==> config.mk <==
export PLATFORM = sky130hd
export DESIGN_NAME = hue_pwm_engine
export DESIGN_NICKNAME = d
export VERILOG_FILES = /design/src/rtl/hue_pwm_pkg.sv /design/src/rtl/hue_pwm_engine_sector_map.sv /design/src/rtl/hue_pwm_engine.sv
export SDC_FILE = /design/constraint.sdc
export NUM_CORES = 1
export LEC_CHECK = 0
export ABC_AREA = 1
export CAP_MARGIN = 20
export CORE_MARGIN = 3
export CORE_UTILIZATION = 38
export CTS_BUF_LIST = sky130_fd_sc_hd__clkbuf_8
export DETAILED_ROUTE_END_ITERATION = 10
export SLEW_MARGIN = 15
export SYNTH_ARGS = -nofsm -noshare
export SYNTH_HDL_FRONTEND = slang
export SYNTH_SLANG_ARGS = --single-unit
==> constraint.sdc <==
create_clock -name clk -period 6.25 [get_ports clk]
set_input_delay 1.25 -clock clk [delete_from_list [all_inputs] [get_ports clk]]
set_output_delay 1.25 -clock clk [all_outputs]
set_load 0.01 [all_outputs]
==> src/rtl/hue_pwm_pkg.sv <==
// hue_pwm_pkg: shared mode enum, duty struct, sector indices and step-interval helper
package hue_pwm_pkg;
  localparam int DUTY_W = 10;
  typedef enum logic [1:0] {
    M_RUN  = 2'd0,
    M_HOLD = 2'd1,
    M_STEP = 2'd2,
    M_OFF  = 2'd3
  } mode_e;
  typedef struct packed {
    logic [DUTY_W-1:0] r;
    logic [DUTY_W-1:0] g;
    logic [DUTY_W-1:0] b;
  } rgb_duty_t;
  localparam logic [2:0] SEC_RY = 3'd0;
  localparam logic [2:0] SEC_YG = 3'd1;
  localparam logic [2:0] SEC_GC = 3'd2;
  localparam logic [2:0] SEC_CB = 3'd3;
  localparam logic [2:0] SEC_BM = 3'd4;
  localparam logic [2:0] SEC_MR = 3'd5;
  function automatic int step_cycles(input int clk_hz, input int cycle_ms, input int hue_max);
    longint c;
    c = longint'(clk_hz) * longint'(cycle_ms) / 1000 / longint'(hue_max);
    return c < 1 ? 1 : int'(c);
  endfunction
endpackage

==> src/rtl/hue_pwm_engine_sector_map.sv <==
// hue_sector_map: registered hue-to-RGB raw duty mapping for one channel
//   clk, rst : clock, synchronous active-high reset
//   hue_k    : channel hue, 0..6*SEG_LEN-1
//   rgb_q    : registered raw R/G/B duties
module hue_sector_map
  import hue_pwm_pkg::*;
#(
  parameter int SEG_LEN  = 64,
  parameter int PWM_BITS = 10,
  parameter int HUE_W    = $clog2(6 * SEG_LEN)
) (
  input  logic             clk,
  input  logic             rst,
  input  logic [HUE_W-1:0] hue_k,
  output rgb_duty_t        rgb_q
);
  localparam int SEG_W = $clog2(SEG_LEN);
  localparam int SH = PWM_BITS - SEG_W;
  logic [2:0] s;
  logic [SEG_W-1:0] p;
  logic [PWM_BITS-1:0] up, dn, full;
  rgb_duty_t rgb_d;
  always_comb begin
    s = hue_k[SEG_W +: 3];
    p = hue_k[SEG_W-1:0];
    up = PWM_BITS'(p) << SH;
    // ~p equals SEG_LEN-1-p for a power-of-two sector length
    dn = PWM_BITS'(~p) << SH;
    full = '1;
    rgb_d.r = DUTY_W'((s == SEC_RY || s == SEC_MR) ? full : s == SEC_YG ? dn : s == SEC_BM ? up : '0);
    rgb_d.g = DUTY_W'((s == SEC_YG || s == SEC_GC) ? full : s == SEC_RY ? up : s == SEC_CB ? dn : '0);
    rgb_d.b = DUTY_W'((s == SEC_CB || s == SEC_BM) ? full : s == SEC_GC ? up : s == SEC_MR ? dn : '0);
  end
  always_ff @(posedge clk) begin
    if (rst) rgb_q <= '0;
    else rgb_q <= rgb_d;
  end
endmodule

==> src/rtl/hue_pwm_engine.sv <==
// hue_pwm_engine: multi-channel hue-wheel RGB PWM driver with run/hold/step/off control
//   clk, rst            : clock, synchronous active-high reset
//   mode                : 0 RUN, 1 HOLD, 2 STEP, 3 OFF
//   step_req            : single-step pulse, honoured in STEP only
//   brightness          : global scale, 255 = full
//   pwm_r/pwm_g/pwm_b   : per-channel pin drives
//   hue                 : channel-0 hue
//   rev_done            : one-cycle pulse after the hue wraps to 0
module hue_pwm_engine
  import hue_pwm_pkg::*;
#(
  parameter int CLK_HZ   = 12_000_000,
  parameter int CYCLE_MS = 1000,
  parameter int SEG_LEN  = 64,
  parameter int PWM_BITS = 10,
  parameter int N_CH     = 2,
  parameter int HUE_W    = $clog2(6 * SEG_LEN)
) (
  input  logic             clk,
  input  logic             rst,
  input  logic [1:0]       mode,
  input  logic             step_req,
  input  logic [7:0]       brightness,
  output logic [N_CH-1:0]  pwm_r,
  output logic [N_CH-1:0]  pwm_g,
  output logic [N_CH-1:0]  pwm_b,
  output logic [HUE_W-1:0] hue,
  output logic             rev_done
);
  localparam int HUE_MAX = 6 * SEG_LEN;
  localparam int STEP_CYC = step_cycles(CLK_HZ, CYCLE_MS, HUE_MAX);
  localparam int PRE_W = STEP_CYC > 1 ? $clog2(STEP_CYC) : 1;
  localparam int CH_OFS = HUE_MAX / N_CH;
  localparam logic [PWM_BITS-1:0] FULL = '1;
  localparam logic [HUE_W-1:0] HUE_LAST = HUE_W'(HUE_MAX - 1);
  mode_e state_q, state_d;
  logic [PRE_W-1:0] pre_q, pre_d;
  logic [HUE_W-1:0] hue_q, hue_d;
  logic rev_q, rev_d;
  logic [7:0] bri_q;
  logic [PWM_BITS-1:0] cnt_q, cnt_d;
  logic [N_CH-1:0][PWM_BITS-1:0] dr_q, dg_q, db_q, dr_d, dg_d, db_d;
  logic [N_CH-1:0][PWM_BITS-1:0] ar_q, ag_q, ab_q, ar_d, ag_d, ab_d;
  logic [N_CH-1:0][HUE_W-1:0] hue_k;
  logic [HUE_W:0] sum;
  rgb_duty_t map_q [N_CH];
  logic tick, adv, ld;
  function automatic logic [PWM_BITS-1:0] scale(input logic [PWM_BITS-1:0] raw, input logic [7:0] b);
    logic [PWM_BITS+8:0] prod;
    prod = (PWM_BITS + 9)'(raw) * (PWM_BITS + 9)'({1'b0, b} + 9'd1);
    return PWM_BITS'(prod >> 8);
  endfunction
  for (genvar k = 0; k < N_CH; k++) begin : g_map
    hue_sector_map #(.SEG_LEN(SEG_LEN), .PWM_BITS(PWM_BITS), .HUE_W(HUE_W)) u_map (
      .clk   (clk),
      .rst   (rst),
      .hue_k (hue_k[k]),
      .rgb_q (map_q[k])
    );
  end
  always_comb begin
    state_d = mode_e'(mode);
    tick = pre_q == PRE_W'(STEP_CYC - 1);
    adv = (state_q == M_RUN && tick) || (state_q == M_STEP && step_req);
    // prescaler only runs in RUN, so every entry into RUN starts from 0
    pre_d = (state_q == M_RUN && !tick) ? pre_q + PRE_W'(1) : '0;
    hue_d = !adv ? hue_q : hue_q == HUE_LAST ? '0 : hue_q + HUE_W'(1);
    rev_d = adv && hue_q == HUE_LAST;
    cnt_d = cnt_q + PWM_BITS'(1);
    // new duty is adopted only at the counter wrap so a period is never cut short
    ld = cnt_q == FULL;
    hue = hue_q;
    rev_done = rev_q;
    sum = '0;
    hue_k = '0;
    dr_d = '0;
    dg_d = '0;
    db_d = '0;
    ar_d = '0;
    ag_d = '0;
    ab_d = '0;
    pwm_r = '0;
    pwm_g = '0;
    pwm_b = '0;
    for (int i = 0; i < N_CH; i++) begin
      sum = {1'b0, hue_q} + (HUE_W + 1)'(i * CH_OFS);
      hue_k[i] = sum >= (HUE_W + 1)'(HUE_MAX) ? HUE_W'(sum - (HUE_W + 1)'(HUE_MAX)) : HUE_W'(sum);
      dr_d[i] = scale(PWM_BITS'(map_q[i].r), bri_q);
      dg_d[i] = scale(PWM_BITS'(map_q[i].g), bri_q);
      db_d[i] = scale(PWM_BITS'(map_q[i].b), bri_q);
      ar_d[i] = ld ? dr_q[i] : ar_q[i];
      ag_d[i] = ld ? dg_q[i] : ag_q[i];
      ab_d[i] = ld ? db_q[i] : ab_q[i];
      pwm_r[i] = state_q != M_OFF && cnt_q < ar_q[i];
      pwm_g[i] = state_q != M_OFF && cnt_q < ag_q[i];
      pwm_b[i] = state_q != M_OFF && cnt_q < ab_q[i];
    end
  end
  always_ff @(posedge clk) begin
    if (rst) begin
      state_q <= M_HOLD;
      pre_q <= '0;
      hue_q <= '0;
      rev_q <= 1'b0;
      bri_q <= '0;
      cnt_q <= '0;
      dr_q <= '0;
      dg_q <= '0;
      db_q <= '0;
      ar_q <= '0;
      ag_q <= '0;
      ab_q <= '0;
    end else begin
      state_q <= state_d;
      pre_q <= pre_d;
      hue_q <= hue_d;
      rev_q <= rev_d;
      bri_q <= brightness;
      cnt_q <= cnt_d;
      dr_q <= dr_d;
      dg_q <= dg_d;
      db_q <= db_d;
      ar_q <= ar_d;
      ag_q <= ag_d;
      ab_q <= ab_d;
    end
  end
endmodule

==> metrics.cfg <==
[routing]
drt-met1-wl_mm = 28.77
met2_length_mm = 28.03
ant_nets = 0
dr.first_iter.drc_count = 1105
wirelength_mm = 62.36
vias = 20150
route.met3.wl_mm = 3.192
route.detailed.drc = 0
viasPerCell = 4.834
dr.pass1.iters = 5
top_layer = met4
routedWlPerCell_um = 14.96

[synthesis]
synth_area_leaders = fa_1 (23%), dfxtp_1 (17%), ha_1 (14%), inv_1 (11%), nand2_1 (9.0%)
synth_top_family_by_area = adder cells
ys_seq_elements = 207
syn_area_sq_um = 24430
synth_edf_count = 0
synth-compound-area-share = 0.1017
synth.area.mux_share = 0
synth_seq_area_share = 0.1696
synth_top_area_share = 0.2294
ys_top_cells_by_count = inv_1 (691), nand2_1 (586), nor2_1 (435)
synth_adder_area_share = 0.3733
yosysWarnings = 0
syn_avg_cell_area_sq_um = 7.442
yosysMostFrequentCell = inv_1
yosys.area_share.simple = 0.2125
ys_types = 52
synth_nets = 3857
synth_ff_type = dfxtp_1
netlist_instances = 3283
ys_async_sr_fraction = 0
synth-xor-area-share = 0.01542
synth_top_area_cell = fa_1

[critical_path]
worstPathRequired_ps = 6730
cp-start-kind = flip-flop
setup.worst_path.class = flip-flop to flip-flop
critPathTopFamily = adder cells
cp_max_fo = 17
crit_arrival_ps = 6200
path_buf_inv = 3
crit_path_max_incr_delay_ps = 530
critPathLaunch = bri_q[0]
slowest_stage = fa_1
endpoint_kind = flip-flop
reg2reg_from = bri_q[0]
crit_chain = ha_1, nand2_2, nor2_4, nand3_4, buf_4, nor2_1, nand2_1, nand2_1, inv_1, ha_1, a21oi_1, fa_1, fa_1, fa_1, inv_1, ha_1, a21oi_1, o21ai_0, a211oi_1, nand3_1, nand2_1, nor2_1

[clock_tree]
cts_buffers = 41
hold_buffers = 0
htreeDepth = 2
cts.sinks = 207
clk_latency_ps = 620
ctsRootBufferMaster = clkbuf_8
cts_tree = done
ctsResizeCount = 0
cts.clk_slew.worst_paths_ps = 60
post-cts-setup-buffer-count = 0
clockBufferDepth = 3

[worst_hold_path]
min_path_type = flip-flop to flip-flop
min_from = ar_q[5]

[floorplanning]
fp.dieW_um = 259.6
core_area_sq_um = 63310
die_h_um = 259.6
start_util = 0.3859
die_area_sq_um = 67370
io_pins = 29
rows = 92

[timing]
report.final.slew_viol_count = 0
hold_viol_final = 0
tns_ps = 0
max-slew-margin-rel = 0.3862
worst_slack_ps = 533.9
finClkSkew_ps = 56.50
fmax_mhz = 174.9
period_share = 0.9146
period_needed_ps = 5716
setup_viol = 0
worst_pin_slew_ps = 919.5
rsz0062_at_grt = false

[place]
hpwlAfterDp_mm = 48.90
post_dp_cell_area_sq_um = 25470
portBuffers = 28
routabilityCongestion = 0.8871
dp_slack_ps = 700.5

[global_route]
grt_antenna_before_repair = 1
grt-ovfl-total = 0
grt_pass1_vias = 20530
grt_max_degree = 115
grt_usage = 0.1911
grt_first_pass_wirelength_mm = 104.1

[power]
ir_worst_vdd_mv = 0.1010
power_mw = 4.222
powerDensity_nw_per_um2 = 160.3
p_leak_nw = 13.54

[finish]
final_cell_area_sq_um = 26330
fillers = 6591
nets = 3865
final_util = 0.4159
n_antenna_cell = 0
area_delta_synth_final_pct = 7.769
drive_above_1_share = 0.04845

[outcome]
status = completed

[flow_run]
drv_cap = 0

==> layout make-up <==
cell class	count	area [sq um]	area share
timing repair buffer	49	457.9	0.01739
multi-input combinational	2291	17170	0.6522
clock buffer	50	688.2	0.02614
clock inverter	25	167.7	0.006368
sequential	207	4144	0.1574
tap	846	1059	0.04020
inverter	701	2640	0.1003
==> final timing paths <==
path | to | slack [ps] | cells past startpoint
setup / recovery | db_q[8] | 530 | 22
hold / removal | ar_q[5] | 460 | 2
setup reg to reg | db_q[8] | 530 | 22
hold reg to reg | ar_q[5] | 460 | 2
==> placed cells by master, fill, tap and decap left out, types with 4 or more instances in the layout <==
cell type	Yosys	layout
a21o_1	10	10
o211ai_1	11	11
a211oi_1	15	15
o21ai_0	104	104
fa_1	280	280
nor2_4	4	4
nor3b_1	5	5
ha_1	281	281
xor2_1	28	28
o21a_1	11	11
inv_2	7	7
nand2_1	586	586
a31o_2	6	6
nand3b_1	6	6
a21boi_0	11	11
a31oi_1	7	7
o21ai_1	13	13
clkbuf_8	0	50
nand4_1	18	18
clkdlybuf4s50_1	0	27
nand3_1	111	111
xnor2_1	15	15
nand2_2	20	20
inv_1	691	697
clkinv_2	0	10
buf_4	2	19
o21bai_1	20	20
nor2_2	4	4
dfxtp_1	207	207
a21oi_1	228	228
or2_2	5	5
clkinvlp_4	0	5
nor2_1	435	435
nor3_1	21	21
o2111ai_1	6	6
nand3_2	15	15
==> cells by family after synthesis <==
logic type               Yosys count
AO/OA/AOI/OAI                    445
XOR/XNOR                          43
adder cells (fa/ha/maj)          561
buffers and inverters            785
flip-flops                       207
AND/OR/NAND/NOR                 1242
==> flip-flops by register name (all words and copies together), names as in the netlist <==
name / count
state_q: 2
ag_q: 20
dr_q: 20
dg_q: 20
rev_done: 1
ab_q: 20
cnt_q: 10
hue: 9
pre_q: 15
bri_q: 8
db_q: 20
ar_q: 20
g_map.u_map.rgb_q: 42
==> metrics by stage <==
step                hold slack [ps]  cells
finish                        455.1   4169
detailed placement            447.6   4094
CTS                           458.3   4169
global route                  477.1   4169
floorplan                     429.7   3283
global placement              443.0   4094
==> per-layer routing <==
metal,up-vias,GRT usage
li1,10150,-
met1,9411,0.2524
met2,468,0.3139
met3,121,0.02927
met4,0,0.07505
met5,-,0
==> worst register-to-register path, cell delays in order, from the launching register on <==
cell and delay [ps]:
dfxtp_1 410, ha_1 200, nand2_2 80, nor2_4 150
nand3_4 180, buf_4 280, nor2_1 330, nand2_1 210
nand2_1 110, inv_1 70, ha_1 230, a21oi_1 450
fa_1 530, fa_1 470, fa_1 500, inv_1 40
ha_1 330, a21oi_1 310, o21ai_0 180, a211oi_1 290
nand3_1 110, nand2_1 70, nor2_1 40
==> power by group <==
| group | switching, mW | internal, mW |
|---|---|---|
| Clock | 0.647 | 0.779 |
| Combinational | 0.870 | 0.480 |
| Sequential | 0.0548 | 1.39 |
| Total | 1.57 | 2.65 |
Note: power is estimated with default switching activity, not from simulation.
